--- src/rtl/rr_arbiter_enc_pkg.sv ---
// Shared types and constants for the round-robin encoder-lane arbiter.
// State encoding, default sizing and the mod-N index increment used by the pointer update.
package arb_pkg;

    localparam int ARB_N_DEFAULT        = 8;
    localparam int ARB_MAX_HOLD_DEFAULT = 16;

    typedef logic [1:0] state_t;

    localparam state_t ST_IDLE = 2'd0;
    localparam state_t ST_BUSY = 2'd1;
    localparam state_t ST_TURN = 2'd2;

    // Wraps at n-1 back to 0, so a pointer built from it never reaches n.
    function automatic int inc_mod(input int v, input int n);
        return (v + 1 >= n) ? 0 : v + 1;
    endfunction

endpackage

--- src/rtl/rr_arbiter_enc_if.sv ---
// Request/grant bundle between the requesting blocks and the encoder-lane arbiter.
// Handshake: a requester holds req[i] high for as long as it wants the lane; it owns the lane
// while gnt[i] is high, and drops req[i] to release it. gnt_valid == |gnt, and gnt_idx names
// the owner whenever gnt_valid is high.
interface rr_arbiter_enc_if
    import arb_pkg::*;
#(
    parameter int N = ARB_N_DEFAULT
);
    localparam int IDX_W = $clog2(N);

    logic             en;
    logic [N-1:0]     req;
    logic [N-1:0]     gnt;
    logic [IDX_W-1:0] gnt_idx;
    logic             gnt_valid;
    logic             timeout;

    modport master (
        output en, req,
        input  gnt, gnt_idx, gnt_valid, timeout
    );

    modport slave (
        input  en, req,
        output gnt, gnt_idx, gnt_valid, timeout
    );

endinterface

--- src/rtl/rr_arbiter_enc_pick.sv ---
// Combinational round-robin search: first set req bit at or above ptr, wrapping at N-1 to 0.
// Produces a one-hot pick, its binary index and a found flag.
module rr_pick
    import arb_pkg::*;
#(
    parameter int N = ARB_N_DEFAULT,
    localparam int IDX_W = $clog2(N)
) (
    input  logic [N-1:0]     req,
    input  logic [IDX_W-1:0] ptr,
    output logic [N-1:0]     onehot,
    output logic [IDX_W-1:0] idx,
    output logic             found
);

    int               pos;
    logic [IDX_W-1:0] cand;

    always_comb begin
        onehot = '0;
        idx    = '0;
        found  = 1'b0;
        pos    = 0;
        cand   = '0;
        for (int i = 0; i < N; i++) begin
            pos  = (int'(ptr) + i) % N;
            cand = IDX_W'(pos);
            if (!found && req[cand]) begin
                found        = 1'b1;
                onehot[cand] = 1'b1;
                idx          = cand;
            end
        end
    end

endmodule

--- src/rtl/rr_arbiter_enc.sv ---
// Round-robin arbiter for a shared encoder/decoder lane: registered one-hot grant plus index,
// held until released. Optional forced release after MAX_HOLD cycles under ARB_TIMEOUT_EN.
module rr_arbiter_enc
    import arb_pkg::*;
#(
    parameter int N = ARB_N_DEFAULT
`ifdef ARB_TIMEOUT_EN
    , parameter int MAX_HOLD = ARB_MAX_HOLD_DEFAULT
`endif
) (
    input  logic              clk,
    input  logic              rst_n,
    rr_arbiter_enc_if.slave   bus,
    output state_t            dbg_state
);

    localparam int IDX_W = $clog2(N);

    state_t           state;
    logic [IDX_W-1:0] ptr;
    logic [N-1:0]     pick_onehot;
    logic [IDX_W-1:0] pick_idx;
    logic             pick_found;
    logic             take;
    logic             owner_req;
    logic             release_now;

    rr_pick #(.N(N)) u_pick (
        .req    (bus.req),
        .ptr    (ptr),
        .onehot (pick_onehot),
        .idx    (pick_idx),
        .found  (pick_found)
    );

    assign take      = bus.en && pick_found;
    assign owner_req = bus.req[bus.gnt_idx];
    assign dbg_state = state;

`ifdef ARB_TIMEOUT_EN
    localparam int HOLD_W = $clog2(MAX_HOLD + 1);

    logic [HOLD_W-1:0] hold_cnt;
    logic              forced;

    // hold_cnt counts BUSY edges already survived, so the edge ending cycle MAX_HOLD sees MAX_HOLD-1.
    assign forced      = owner_req && (hold_cnt == HOLD_W'(MAX_HOLD - 1));
    assign release_now = !owner_req || forced;
`else
    assign release_now = !owner_req;
    assign bus.timeout = 1'b0;
`endif

    always_ff @(posedge clk or negedge rst_n) begin
        if (!rst_n) begin
            state         <= ST_IDLE;
            ptr           <= '0;
            bus.gnt       <= '0;
            bus.gnt_idx   <= '0;
            bus.gnt_valid <= 1'b0;
`ifdef ARB_TIMEOUT_EN
            hold_cnt      <= '0;
            bus.timeout   <= 1'b0;
`endif
        end else begin
`ifdef ARB_TIMEOUT_EN
            bus.timeout <= 1'b0;
`endif
            case (state)
                // TURN is the single dead cycle after a release; its closing edge arbitrates
                // exactly like IDLE, using the already-advanced pointer.
                ST_IDLE, ST_TURN: begin
                    if (take) begin
                        bus.gnt       <= pick_onehot;
                        bus.gnt_idx   <= pick_idx;
                        bus.gnt_valid <= 1'b1;
                        state         <= ST_BUSY;
`ifdef ARB_TIMEOUT_EN
                        hold_cnt      <= '0;
`endif
                    end else begin
                        state <= ST_IDLE;
                    end
                end
                ST_BUSY: begin
                    if (release_now) begin
                        bus.gnt       <= '0;
                        bus.gnt_valid <= 1'b0;
                        ptr           <= IDX_W'(inc_mod(int'(bus.gnt_idx), N));
                        state         <= ST_TURN;
`ifdef ARB_TIMEOUT_EN
                        bus.timeout   <= forced;
`endif
                    end
`ifdef ARB_TIMEOUT_EN
                    if (!release_now) hold_cnt <= hold_cnt + HOLD_W'(1);
`endif
                end
                default: state <= ST_IDLE;
            endcase
        end
    end

endmodule

--- src/flat_wrapper.sv ---
// flat-port wrapper written by rule: the top's interface ports become plain ports
module rr_arbiter_enc_flat import arb_pkg::*;
#(
    parameter int N = ARB_N_DEFAULT

)
  (clk, rst_n, dbg_state, bus_en, bus_req, bus_gnt, bus_gnt_idx, bus_gnt_valid, bus_timeout);
  rr_arbiter_enc_if #(.N(N)) bus_i ();
  input  logic clk;
  input  logic rst_n;
  output state_t dbg_state;
  input wire logic [$bits(bus_i.en)-1:0] bus_en;
  input wire logic [$bits(bus_i.req)-1:0] bus_req;
  output wire logic [$bits(bus_i.gnt)-1:0] bus_gnt;
  output wire logic [$bits(bus_i.gnt_idx)-1:0] bus_gnt_idx;
  output wire logic [$bits(bus_i.gnt_valid)-1:0] bus_gnt_valid;
  output wire logic [$bits(bus_i.timeout)-1:0] bus_timeout;
  assign bus_i.en = bus_en;
  assign bus_i.req = bus_req;
  assign bus_gnt = bus_i.gnt;
  assign bus_gnt_idx = bus_i.gnt_idx;
  assign bus_gnt_valid = bus_i.gnt_valid;
  assign bus_timeout = bus_i.timeout;
  rr_arbiter_enc #(.N(N)) u_core (.clk(clk), .rst_n(rst_n), .bus(bus_i), .dbg_state(dbg_state));
endmodule
--- config.mk ---
export PLATFORM = sky130hd
export DESIGN_NAME = rr_arbiter_enc_flat
export DESIGN_NICKNAME = d
export VERILOG_FILES = /design/src/rtl/rr_arbiter_enc_pkg.sv /design/src/rtl/rr_arbiter_enc_if.sv /design/src/rtl/rr_arbiter_enc_pick.sv /design/src/rtl/rr_arbiter_enc.sv /design/src/flat_wrapper.sv
export SDC_FILE = /design/constraint.sdc
export NUM_CORES = 1
export LEC_CHECK = 0
export CAP_MARGIN = 20
export CORE_MARGIN = 5
export CORE_UTILIZATION = 55
export CTS_BUF_LIST = sky130_fd_sc_hd__clkbuf_16
export CTS_CLUSTER_SIZE = 16
export DETAILED_ROUTE_END_ITERATION = 7
export HOLD_SLACK_MARGIN = 0.15
export MAX_ROUTING_LAYER = met4
export PLACE_DENSITY_LB_ADDON = 0.2
export SETUP_SLACK_MARGIN = 0.3
export SLEW_MARGIN = 20
export SYNTH_ARGS = -nofsm -noshare
export SYNTH_HDL_FRONTEND = slang
export SYNTH_HIERARCHICAL = 1
export SYNTH_SLANG_ARGS = --single-unit
export TNS_END_PERCENT = 50
--- constraint.sdc ---
create_clock -name clk -period 4.47 [get_ports clk]
set_input_delay 0.894 -clock clk [delete_from_list [all_inputs] [get_ports clk]]
set_output_delay 0.894 -clock clk [all_outputs]
set_load 0.02 [all_outputs]
Word level (Yosys, flattened, before mapping)
Cells that the tools add are included.
{ "word_totals": {"elab_cells": 140, "ff_bits": 17, "output_inout_bits": 15} }
{ "classes": {"muxes": 68, "n_bitwise": 8, "order_cmp": 18, "n_eq_ne": 4, "n_reduce_logical": 29, "add_sub_neg": 8} }
{ "op_table": {"columns": ["op", "n"], "rows": [
  ["two-way mux 8 bit", 10],
  ["OR 8 bit", 7],
  ["less-than comparator 3 x 4 -> 1 bit (second input constant)", 9],
  ["two-way mux 1 bit", 28],
  ["binary-select mux 1 bit (select 3 bit)", 9],
  ["two-way mux 3 bit", 9],
  ["demux 1 bit (select 3 bit)", 8],
  [">= comparator 3 x 1 -> 1 bit (second input constant)", 8],
  ["logical AND 1 bit", 16],
  ["one-hot mux 8 bit (2 select lines)", 1],
  ["adder 3 bit (second input constant)", 4],
  ["logical NOT 1 bit", 7],
  ["adder 3 x 2 -> 3 bit (second input constant)", 2],
  ["adder 3 x 1 -> 4 bit (second input constant)", 1],
  [">= comparator 4 bit (second input constant)", 1],
  ["one-hot mux 2 bit (2 select lines)", 1],
  ["AND reduction 2 bit", 2],
  ["adder 3 x 1 -> 3 bit (second input constant)", 1],
  ["AND reduction 3 bit", 1],
  ["== test 2 x 1 -> 1 bit (second input constant)", 1],
  ["== test 2 bit (second input constant)", 1],
  ["logical NOT 2 bit", 1],
  ["two-way mux 2 bit", 1],
  ["!= test 2 x 1 -> 1 bit (second input constant)", 1],
  ["5 further kinds", 5]
]} }

Longest topological paths before layout
Gate-level depths: netlist (run 1).
{ "logic_depth": {"depth_word": 27, "mapped_depth": 17, "ltp_nobuf": 12} }

Modules after synthesis
The synthesis (run 1) kept the hierarchy.
{ "modules_own_cells": {"columns": ["mod", "seq_area_each_um2", "cells_per_inst", "area_each_um2", "instances"], "rows": [
  ["rr_pick", 0.0, 152, 1213.7, 1],
  ["rr_arbiter_enc", 425.4, 83, 843.3, 1]
]} }

Worst setup path after synthesis (run 1)
OpenSTA, ideal clock, no wires.
{ "synth_timing": {"path_type": "flip-flop to flip-flop", "from": "register u_core.ptr[0]", "to": "register u_core.bus.gnt[0]", "n_path_buf": 5, "synth_period_minus_slack_ns": 3.763, "stages_incl_launch_ff": 17, "setup_time_ns": 0.074, "slack_ns": 0.707, "arrival_time_ns": 3.689, "required_time_ns": 4.396, "cell_sequence": "dfrtp_1 -> buf_6 -> inv_1 -> clkbuf_1 -> ha_1 -> clkbuf_1 -> mux4_2 -> mux2_4 -> or4b_1 -> buf_2 -> nor2_1 -> nand3_1 -> nand2_1 -> or2_2 -> clkbuf_1 -> nand2_1 -> o21ai_2"} }
{ "synth_via": {"elab_chain_cells": 27, "elab_cells_between_ends": 105, "classes_between": "add/sub: 7; order compare: 16; eq/ne: 1; mux: 50; bitwise: 7; reduce/logical: 24"} }
{ "synth_rtl": {"columns": ["element", "line_no", "rtl"], "rows": [
  ["from (decl)", "rr_arbiter_enc.sv:20", "logic [IDX_W-1:0] ptr;"],
  ["from (signal assigned)", "rr_arbiter_enc.sv:89", "ptr <= IDX_W'(inc_mod(int'(bus.gnt_idx), N));"],
  ["parallel branches: the longest is 23 deep, another holds adder 3 x 1 -> 3 bit", null, null],
  ["two-way mux 1 bit (*)", "rr_arbiter_enc_pick.sv:28", "if (!found && req[cand]) begin"],
  ["net u_core.pick_found", "rr_arbiter_enc.sv:23", "logic pick_found;"],
  ["logical AND 1 bit (*)", "rr_arbiter_enc.sv:36", "assign take = bus.en && pick_found;"],
  ["!= test 2 x 1 -> 1 bit (no line) (*)", null, null],
  ["AND reduction 3 bit (no line) (*)", null, null],
  ["to (signal assigned)", "rr_arbiter_enc.sv:74", "bus.gnt <= pick_onehot;"],
  ["to (decl)", "rr_arbiter_enc_if.sv:26", "output gnt, gnt_idx, gnt_valid, timeout"]
]} }
Mark *: on every way through the listed nets, which the timed path passes. The select of a mux whose other input is x is not followed.
A chain may end at the register's enable or synchronous reset.

Final worst setup path (run 1)
{ "layout_timing": {"from": "input port bus_req[5]", "to": "register u_core.bus.gnt[4]"} }
{ "layout_via": {"elab_cells_between_ends": 61, "classes_between": "eq/ne: 2; mux: 36; bitwise: 7; reduce/logical: 16"} }
{ "layout_lines": {"columns": ["element", "line_no", "rtl"], "rows": [
  ["from (decl)", "flat_wrapper.sv:13", "input wire logic [$bits(bus_i.req)-1:0] bus_req;"],
  ["binary-select mux 1 bit (select 3 bit)", "rr_arbiter_enc_pick.sv:28", null],
  ["two-way mux 1 bit (implied by the code)", "rr_arbiter_enc_pick.sv:28", null],
  ["two-way mux 1 bit", "rr_arbiter_enc_pick.sv:28", null],
  ["logical NOT 1 bit", "rr_arbiter_enc_pick.sv:28", null],
  ["logical AND 1 bit", "rr_arbiter_enc_pick.sv:28", null],
  ["two-way mux 1 bit", "rr_arbiter_enc_pick.sv:28", null],
  ["logical NOT 1 bit", "rr_arbiter_enc_pick.sv:28", null],
  ["logical AND 1 bit", "rr_arbiter_enc_pick.sv:28", null],
  ["(+11 left out)", null, null],
  ["logical AND 1 bit", "rr_arbiter_enc_pick.sv:28", null],
  ["two-way mux 1 bit", "rr_arbiter_enc_pick.sv:28", null],
  ["logical NOT 1 bit", "rr_arbiter_enc_pick.sv:28", null],
  ["logical AND 1 bit", "rr_arbiter_enc_pick.sv:28", null],
  ["two-way mux 8 bit (*)", "rr_arbiter_enc_pick.sv:28", null],
  ["net u_core.pick_onehot[4]", "rr_arbiter_enc.sv:21", "logic [N-1:0] pick_onehot;"],
  ["two-way mux 8 bit (*)", "rr_arbiter_enc.sv:73", "if (take) begin"],
  ["one-hot mux 8 bit (2 select lines) (*)", "rr_arbiter_enc.sv:69", "case (state)"]
]} }
Mark *: on every way through the listed nets, which the timed path passes. The rest lies on a longest branch. The select of a mux whose other input is x is not followed.

==> results of run 1 <==
-- cells in the final DEF, fill, tap and decap left out, types with 4 or more instances in the layout --
cell | synthesis | routed
mux4_2 | 7 | 7
nor2_1 | 19 | 19
o21ai_0 | 7 | 7
clkdlybuf4s50_1 | 0 | 24
mux2i_1 | 21 | 21
buf_4 | 1 | 9
a222oi_1 | 4 | 4
ha_1 | 7 | 7
inv_1 | 5 | 5
nand3_1 | 11 | 11
nand2_1 | 35 | 35
mux2_1 | 7 | 7
mux2_4 | 5 | 5
a21oi_1 | 6 | 6
o31a_1 | 4 | 4
dfrtp_1 | 17 | 17
o21ai_2 | 8 | 8
a21boi_1 | 4 | 4
nor3_1 | 4 | 4
-- cell type report --
| class | count | share of cell area [%] |
|---|---|---|
| sequential | 17 | 17.6 |
| multi-input combinational | 195 | 62.7 |
| clock buffer | 3 | 3.11 |
| timing repair buffer | 33 | 12.8 |
| clock inverter | 1 | 0.207 |
| inverter | 7 | 1.09 |
| tap | 48 | 2.49 |
-- routing by layer --
layer  GRT usage, %  vias up  wire [um]
met5              -        -          0
met4           4.59        0         62
met3           1.70        8        369
met2           36.7       92       2680
met1           35.4      947       2600
li1               -      925          -
-- stage by stage --
stage	cells	hold slack, ps
5_1_grt	304	553
6_report	304	507
3_5_place_dp	300	497
4_1_cts	304	508
3_3_place_gp	300	480
2_1_floorplan	235	530
-- worst paths after layout --
kind / start / slack [ps] / to / cells past startpoint
hold reg to reg: u_core/bus.gnt_valid / 510 / u_core/bus.gnt_valid / 2
max in group asynchronous: rst_n / 2890 / u_core/bus.gnt_idx[1] / 1
setup / recovery: bus_req[5] / 630 / u_core/bus.gnt[4] / 9
setup reg to reg: u_core/ptr[0] / 870 / u_core/bus.gnt[4] / 11
min in group asynchronous: rst_n / 1100 / u_core/bus.gnt_valid / 1
hold / removal: u_core/bus.gnt_valid / 510 / u_core/bus.gnt_valid / 2
-- critical path: stages --
cell and delay (ps):
clkdlybuf4s50_1 520, mux4_2 570, mux2_4 310, or4b_1 710
nor3_2 440, a21boi_1 200, mux2i_1 170, nand2_1 90
o21ai_2 90
-- power by group through the flow --
stage,Combinational (mW),Sequential (mW),Clock [mW]
3_3_place_gp,1.70,0.281,0
5_1_grt,1.89,0.295,0.193
6_report,1.75,0.282,0.181
4_1_cts,1.72,0.282,0.184
2_1_floorplan,1.25,0.322,0
3_5_place_dp,1.71,0.281,0
-- kinds of logic after synthesis --
group / Yosys count / share of synthesized area [%]
other: 1 / 0.182
AND/OR/NAND/NOR: 85 / 19.3
AO/OA/AOI/OAI: 55 / 21.2
buffers and inverters: 23 / 5.72
multiplexers: 43 / 27.0
XOR/XNOR: 4 / 1.70
flip-flops: 17 / 20.7
adder cells (fa/ha/maj): 7 / 4.26
-- state kept, by name, indices dropped and copies added (netlist names) --
signal,cells
u_core/bus.gnt,8
u_core/bus.gnt_idx,3
u_core/ptr,3
u_core/bus.gnt_valid,1
u_core/dbg_state,2
==> impl_metrics.py, run 1 <==
metrics = {
    "synth": {
        "yosysWarnings": 6,
        "synth_area_leaders": "dfrtp_1 (21%), mux2i_1 (10%), mux4_2 (7.7%)",
        "yosysTopAreaCell": "dfrtp_1",
        "synth_cells": 235,
        "synth.distinct_cells": 54,
        "synthFlopType": "dfrtp_1",
        "avgSynthCellArea_um2": 8.75,
        "async_flop_share_pct": 100,
        "ys_ff_latch": 17,
        "synth_top_cell_area_share_pct": 20.7,
        "yosys.cell_count.top_type": "nand2_1",
        "seq_area_frac_synth_pct": 20.7,
        "synth_edf_count": 0,
        "syn-num-nets": 253,
        "synth_area_um2": 2060,
        "netlist_top_cells_count": "nand2_1 (35), mux2i_1 (21), nor2_1 (19)",
    },
    "cells_and_area": {
        "syn_to_final_growth_pct": 17.3,
        "multiInputGateArea_um2": 1510,
        "drive_above_1_share_pct": 15.6,
        "antenna-diode-count": 0,
        "fillers": 311,
        "final_area_um2": 2410,
        "nets": 275,
        "regArea_um2": 425,
        "fin_util_pct": 66.4,
    },
    "placed_design": {
        "post_dp_cell_area_um2": 2330,
        "post-place-ws_ps": 499,
        "place_congestion": 0.992,
        "hpwl_um": 4170,
        "port-buffer-count": 24,
    },
    "die": {
        "core_region_area_um2": 3630,
        "start_util_pct": 56.6,
        "die_x_um": 71.2,
        "fp.dieH_um": 71.2,
        "io_pins": 26,
        "dieArea_um2": 5060,
        "core.rowCount": 22,
    },
    "timing": {
        "hold_violations": 0,
        "min_period_over_period_pct": 85.9,
        "skew_ps": 1.79,
        "tightestPinTransition_ps": 769,
        "fmax_mhz": 260,
        "setup_viol": 0,
        "rsz0062_at_grt": "false",
        "slew_headroom_pct": 48.6,
        "finalSetupTns_ps": 0,
        "drv_slew": 0,
        "min_period_ps": 3840,
        "layout_setup_ws_ps": 630,
    },
    "power_and_ir_drop": {
        "peakVddDrop_mv": 0.547,
        "pwr-share-clk_pct": 8.2,
        "pwr_density_cell_nw_per_um2": 918,
        "net-switching-power_mw": 1.14,
        "switching_share_pct": 51.2,
        "total_power_mw": 2.22,
        "comb_power_share_pct": 79.1,
        "p_int_mw": 1.08,
        "seqPwrFrac_pct": 12.7,
        "leakage_nw": 0.990,
    },
    "drt": {
        "ant_nets": 0,
        "avgViaCountPerCell": 6.49,
        "first_pass_iters": 5,
        "totalWireLength_um": 5710,
        "first_iter_violations": 313,
        "vias": 1972,
        "wire_per_inst_um": 18.8,
        "drc": 0,
    },
    "job": {
        "maxCapViolations": 0,
    },
    "cts": {
        "clock_sinks": 17,
        "clkTransAtPathRegs_ps": 50,
        "clock-root-buffer": "clkbuf_16",
        "cts_hold_buf": 0,
        "cts_tree": "done",
        "clk_latency_ps": 250,
        "post-cts-setup-buffers": 0,
        "cts-resized-gates": 0,
        "cts_buffers": 3,
        "cts_buffer_depth": 2,
        "h-tree-depth": 1,
    },
    "status": {
        "status": "finished clean",
    },
    "worst_setup_path": {
        "startpoint_type": "primary input",
        "crit_path_max_fanout": 10,
        "worst-setup-path-type": "in -> reg",
        "end_kind": "register",
        "crit_required_ps": 4640,
        "critPathArrivalTime_ps": 4010,
    },
    "global_routing": {
        "antenna_found_initial": 0,
        "grt_pass1_vias": 1827,
        "grt_pass1_wl_um": 9600,
        "grt_max_degree": 20,
        "grt.overflow.total": 0,
        "grt_usage_pct": 24.1,
    },
    "hold_path": {
        "worstHoldPathType": "reg -> reg",
    },
}
Power figures use the tool's default switching activity.
==> run 2: changes to the inputs <==
Settings changed: CORE_UTILIZATION 55 to 56.
==> run 2 against run 1 <==
  * Routed wire length decreased by 10%
  * Global-route usage decreased by 2.1 points
  * Worst hold slack improved by 2.1 ps
  * Critical path type unchanged
  * Largest cell class unchanged
  * Largest power group unchanged
  * Highest routed layer unchanged
==> impl_metrics.py, run 2 (synthesis results as in run 1) <==
metrics = {
    "timing": {
        "rsz0062_at_grt": "false",
        "setup_viol": 0,
        "skew_ps": 2.96,
        "finalSetupTns_ps": 0,
        "tightestPinTransition_ps": 767,
        "min_period_over_period_pct": 84.1,
        "hold_violations": 0,
        "slew_headroom_pct": 48.7,
        "fmax_mhz": 266,
        "min_period_ps": 3760,
        "drv_slew": 0,
    },
    "drt": {
        "wire_per_inst_um": 16.8,
        "totalWireLength_um": 5120,
        "ant_nets": 0,
        "first_iter_violations": 256,
        "vias": 1926,
        "drc": 0,
        "first_pass_iters": 5,
        "avgViaCountPerCell": 6.34,
    },
    "worst_setup_path": {
        "r2r_end": "u_core/bus.gnt[1]",
        "end_kind": "register",
        "slowest_delay_ps": 670,
        "crit_required_ps": 4640,
        "crit_path_cell_trace": "clkdlybuf4s50_1 > mux4_2 > mux2_4 > or4b_1 > mux2_4 > o31a_1 > mux2i_1 > nand2_1 > o21ai_2",
        "r2r-start": "u_core/ptr[0]",
        "worst-setup-path-type": "in -> reg",
        "crit_path_frequent_cell": "mux2_4",
        "r2r_setup_slack_ps": 990,
        "r2r_cells": 11,
        "startpoint_type": "primary input",
        "crit_path_max_fanout": 10,
        "timing.critical_path.slowest_stage_cell": "or4b_1",
        "critPathArrivalTime_ps": 3930,
    },
    "global_routing": {
        "grt_pass1_vias": 1808,
        "grt_usage_pct": 22.0,
        "grt.overflow.total": 0,
        "antenna_found_initial": 0,
        "grt_max_degree": 20,
        "grt_pass1_wl_um": 8810,
    },
    "power_and_ir_drop": {
        "total_power_mw": 2.18,
        "switching_share_pct": 50.4,
        "peakVddDrop_mv": 0.496,
        "comb_power_share_pct": 79.1,
        "p_int_mw": 1.08,
        "seqPwrFrac_pct": 12.9,
        "pwr-share-clk_pct": 8.0,
        "leakage_nw": 0.992,
        "net-switching-power_mw": 1.10,
        "pwr_density_cell_nw_per_um2": 902,
    },
    "die": {
        "core_region_area_um2": 3610,
        "die_x_um": 70.6,
        "core.rowCount": 22,
        "start_util_pct": 57.0,
        "dieArea_um2": 4990,
        "io_pins": 26,
        "fp.dieH_um": 70.6,
    },
    "job": {
        "maxCapViolations": 0,
    },
    "hold_path": {
        "min_path_cells": 2,
        "min_to": "u_core/bus.gnt_valid",
        "worstHoldPathType": "reg -> reg",
        "min_from": "u_core/bus.gnt_valid",
    },
    "cells_and_area": {
        "antenna-diode-count": 0,
        "top_register": "u_core/bus.gnt",
        "final_area_um2": 2410,
        "drive_above_1_share_pct": 15.2,
        "fillers": 296,
        "syn_to_final_growth_pct": 17.3,
        "reg.largest.list": "u_core/bus.gnt: 8 flops, u_core/bus.gnt_idx: 3 flops, u_core/ptr: 3 flops",
        "multiInputGateArea_um2": 1510,
        "regArea_um2": 425,
        "nets": 275,
        "largest_register_ff_count": 8,
        "final_cell_mix": "nand2_1 (35), clkdlybuf4s50_1 (24), mux2i_1 (21)",
        "layout_commonest_cell": "nand2_1",
        "fin_cells": 304,
    },
    "cts": {
        "clock_sinks": 17,
        "clk_latency_ps": 250,
        "cts-resized-gates": 0,
        "h-tree-depth": 1,
        "cts_buffers": 3,
        "clkTransAtPathRegs_ps": 50,
        "post-cts-setup-buffers": 0,
        "cts_buffer_depth": 2,
        "cts_tree": "done",
        "cts_hold_buf": 0,
        "clock-root-buffer": "clkbuf_16",
    },
    "placed_design": {
        "port-buffer-count": 24,
        "dp.cells": 300,
        "hpwl_um": 3880,
        "place_congestion": 0.938,
        "post_dp_cell_area_um2": 2330,
    },
    "status": {
        "status": "finished clean",
    },
}
[run 2: changes by cell type in the layout (fill, tap and decap cells not counted)]
cell,delta
inv_1,+1
clkinv_2,-1
[run 2: cell type report]
class                      instances  share of cell area, %
timing repair buffer              33                   12.8
tap                               48                   2.49
clock inverter                     1                  0.156
inverter                           7                   1.09
clock buffer                       3                   3.11
sequential                        17                   17.6
multi-input combinational        195                   62.8
[run 2: worst max-delay path by stage]
stage                  startpoint                 to  slack [ps]  cells after the start
CTS                    bus_req[5]  u_core/bus.gnt[1]         730                      9
detailed placement     bus_req[0]  u_core/bus.gnt[1]         480                      9
global placement       bus_req[5]  u_core/bus.gnt[1]         510                      9
floorplan           u_core/ptr[0]  u_core/bus.gnt[0]         710                     16
global route           bus_req[0]  u_core/bus.gnt[6]         500                     10
finish                 bus_req[0]  u_core/bus.gnt[1]         710                      9
[run 2: power groups by stage]
stage | registers, mW | logic (mW) | clock network, mW
6_report | 0.280 | 1.72 | 0.174
2_1_floorplan | 0.322 | 1.25 | 0
3_5_place_dp | 0.280 | 1.69 | 0
3_3_place_gp | 0.282 | 1.69 | 0
5_1_grt | 0.295 | 1.87 | 0.186
4_1_cts | 0.281 | 1.71 | 0.180
[run 2: layer usage]
| layer | wire [um] | share of wire (%) | vias to the layer above | track usage (%) |
|---|---|---|---|---|
| li1 | - | - | 929 | - |
| met1 | 2480 | 48 | 945 | 32.4 |
| met2 | 2460 | 48 | 46 | 33.6 |
| met3 | 140 | 2.7 | 6 | 1.28 |
| met4 | 41 | 0.80 | 0 | 5.22 |
| met5 | 0 | 0 | - | - |
[run 2: critical path, delay by kind of cell]
kind | cells | cell delay [ps]
buffers and inverters | 1 | 500
and+or+nand+nor | 2 | 760
AOI/OAI and AO/OA | 2 | 360
muxes | 4 | 1420
[run 2: metrics by stage]
step | utilization [%] | setup WS [ps] | hold slack, ps
5_1_grt | 66.9 | 500 | 547
3_5_place_dp | 64.7 | 477 | 500
4_1_cts | 66.9 | 729 | 515
2_1_floorplan | - | 707 | 530
6_report | 66.9 | 709 | 509
3_3_place_gp | 64.7 | 508 | 500
==> run 3: changes to the inputs <==
Clock period 4.47 ns to 3.7 ns, I/O delays scaled along.
==> run 3 against run 2 <==
  * Sequential share of layout area fell by 0.94 points
  * Cell area up 5.7%
  * Register-to-register slack worse by 550 ps
  * Via count is 3.1% higher
  * Clock-buffer cell count stayed put
  * Core utilization rose by 3.8 points
  * Non-clock buffer count increased by 13
  * Die area is the same
  * Critical path depth unchanged
  * Clock power rose by 20%
  * Sequential power up 28%
  * Critical path type unchanged
  * Largest power group unchanged
==> impl_metrics.py, run 3 (synthesis results as in run 1) <==
metrics = {
    "placed_design": {
        "dp.cells": 313,
        "port-buffer-count": 24,
        "hpwl_um": 4280,
        "place_congestion": 0.905,
        "post-place-ws_ps": -25.0,
    },
    "cells_and_area": {
        "fillers": 296,
        "drive_above_1_share_pct": 21.6,
        "nets": 288,
        "top_register": "u_core/bus.gnt",
        "final_cell_mix": "nand2_1 (35), buf_4 (22), clkdlybuf4s50_1 (21), mux2i_1 (21), nor2_1 (18)",
        "reg.largest.list": "u_core/bus.gnt: 8 flops, u_core/bus.gnt_idx: 3 flops, u_core/ptr: 3 flops",
        "antenna-diode-count": 0,
        "syn_to_final_growth_pct": 23.9,
        "layout_commonest_cell": "nand2_1",
        "largest_register_ff_count": 8,
        "fin_cells": 317,
    },
    "cts": {
        "h-tree-depth": 1,
        "cts_tree": "done",
        "clk_latency_ps": 240,
        "cts_buffers": 3,
        "post-cts-setup-buffers": 0,
        "clock_sinks": 17,
        "clock-root-buffer": "clkbuf_16",
        "clkTransAtPathRegs_ps": 50,
        "cts_buffer_depth": 2,
    },
    "global_routing": {
        "grt_pass1_wl_um": 9560,
        "grt_max_degree": 20,
        "grt_pass1_vias": 1868,
        "antenna_found_initial": 0,
        "grt.overflow.total": 0,
        "grt_usage_pct": 24.2,
    },
    "timing": {
        "setup_viol": 0,
        "fmax_mhz": 301,
        "drv_slew": 0,
        "layout_setup_ws_ps": 383,
        "skew_ps": 1.01,
        "rsz0062_at_grt": "true",
        "min_period_ps": 3320,
        "slew_headroom_pct": 50.4,
        "min_period_over_period_pct": 89.7,
        "hold_violations": 0,
        "tightestPinTransition_ps": 741,
    },
    "hold_path": {
        "min_from": "u_core/bus.gnt_valid",
        "worstHoldPathType": "reg -> reg",
        "min_path_cells": 2,
    },
    "worst_setup_path": {
        "critPathArrivalTime_ps": 3480,
        "crit_path_max_fanout": 8,
        "crit_required_ps": 3870,
        "end_kind": "register",
        "startpoint_type": "primary input",
        "crit_path_frequent_cell": "mux2_4",
        "r2r-start": "u_core/ptr[2]",
        "worst-setup-path-type": "in -> reg",
        "slowest_delay_ps": 580,
        "crit_path_cell_trace": "clkdlybuf4s50_1 > mux4_2 > mux2_4 > or4b_4 > mux2_4 > o31a_1 > mux2i_1 > nand2_1 > o21ai_2",
        "crit_path_start": "bus_req[5]",
        "timing.critical_path.slowest_stage_cell": "or4b_4",
        "r2r_cells": 9,
    },
    "die": {
        "fp.dieH_um": 70.6,
        "core.rowCount": 22,
        "die_x_um": 70.6,
        "core_region_area_um2": 3610,
        "dieArea_um2": 4990,
        "io_pins": 26,
        "start_util_pct": 57.0,
    },
    "drt": {
        "first_pass_iters": 7,
        "drc": 0,
        "ant_nets": 0,
        "first_iter_violations": 190,
        "totalWireLength_um": 5690,
        "wire_per_inst_um": 18.0,
        "avgViaCountPerCell": 6.26,
        "vias": 1985,
    },
    "power_and_ir_drop": {
        "peakVddDrop_mv": 0.602,
        "pwr_density_cell_nw_per_um2": 1100,
        "leakage_nw": 1.09,
        "total_power_mw": 2.80,
    },
    "job": {
        "maxCapViolations": 0,
    },
    "status": {
        "status": "finished clean",
    },
}
-- run 3: cell types whose count changed in the layout (fill, tap and decap cells not counted), sizes merged --
cell	change
clkinv	-1
buf	+13
dlymetal6s2s	+3
clkdlybuf4s50	-3
clkinvlp	+1
-- run 3: worst paths after layout --
kind | slack (ps) | endpoint
max | 380 | u_core/bus.gnt[2]
min | 510 | u_core/bus.gnt_valid
max reg2reg | 440 | u_core/bus.gnt[2]
min reg2reg | 510 | u_core/bus.gnt_valid
max in group asynchronous | 2300 | u_core/ptr[2]
min in group asynchronous | 940 | u_core/bus.gnt_valid
-- run 3: routing by layer --
metal  global-route usage (%)  wire length [um]
met1                     35.2              2700
met2                     36.5              2690
met3                     1.70               190
met4                     6.47               107
met5                        -                 0
-- run 3: worst max-delay path: cells and delay by family --
kind,cells,cell delay (ps)
muxes,4,1240
and+or+nand+nor,2,670
buffers and inverters,1,500
AOI/OAI and AO/OA,2,340
-- run 3: through the flow --
step	cell area, um^2	TNS, ps	utilization, %	hold slack [ps]
finish	2550	0	70.7	508
global route	2550	0	70.7	542
CTS	2510	0	69.7	505
detailed placement	2430	-25.0	67.4	493
global placement	2430	0	67.4	490
floorplan	2060	0	-	444
-- run 3: what timing repair did --
item,4_1_cts,5_1_grt
resized for setup,1,9
hold buffers,0,0
setup endpoints to repair,5,11
-- run 3: power by group --
group	switching, mW	total (mW)	leakage [nW]	internal (mW)
clock network	0.0657	0.209	0.0423	0.143
registers	0.0937	0.357	0.219	0.263
logic	1.24	2.24	0.828	0.995
-- run 3: cell type report --
type | count | area (um^2) | share of cell area (%)
multi-input cells | 195 | 1540 | 60.5
flip-flops and latches | 17 | 425 | 16.7
repair buffers | 46 | 413 | 16.2
clock buffers | 3 | 75.1 | 2.95
well taps | 48 | 60.1 | 2.36
inverters | 7 | 30.0 | 1.18
clock inverters | 1 | 3.75 | 0.147
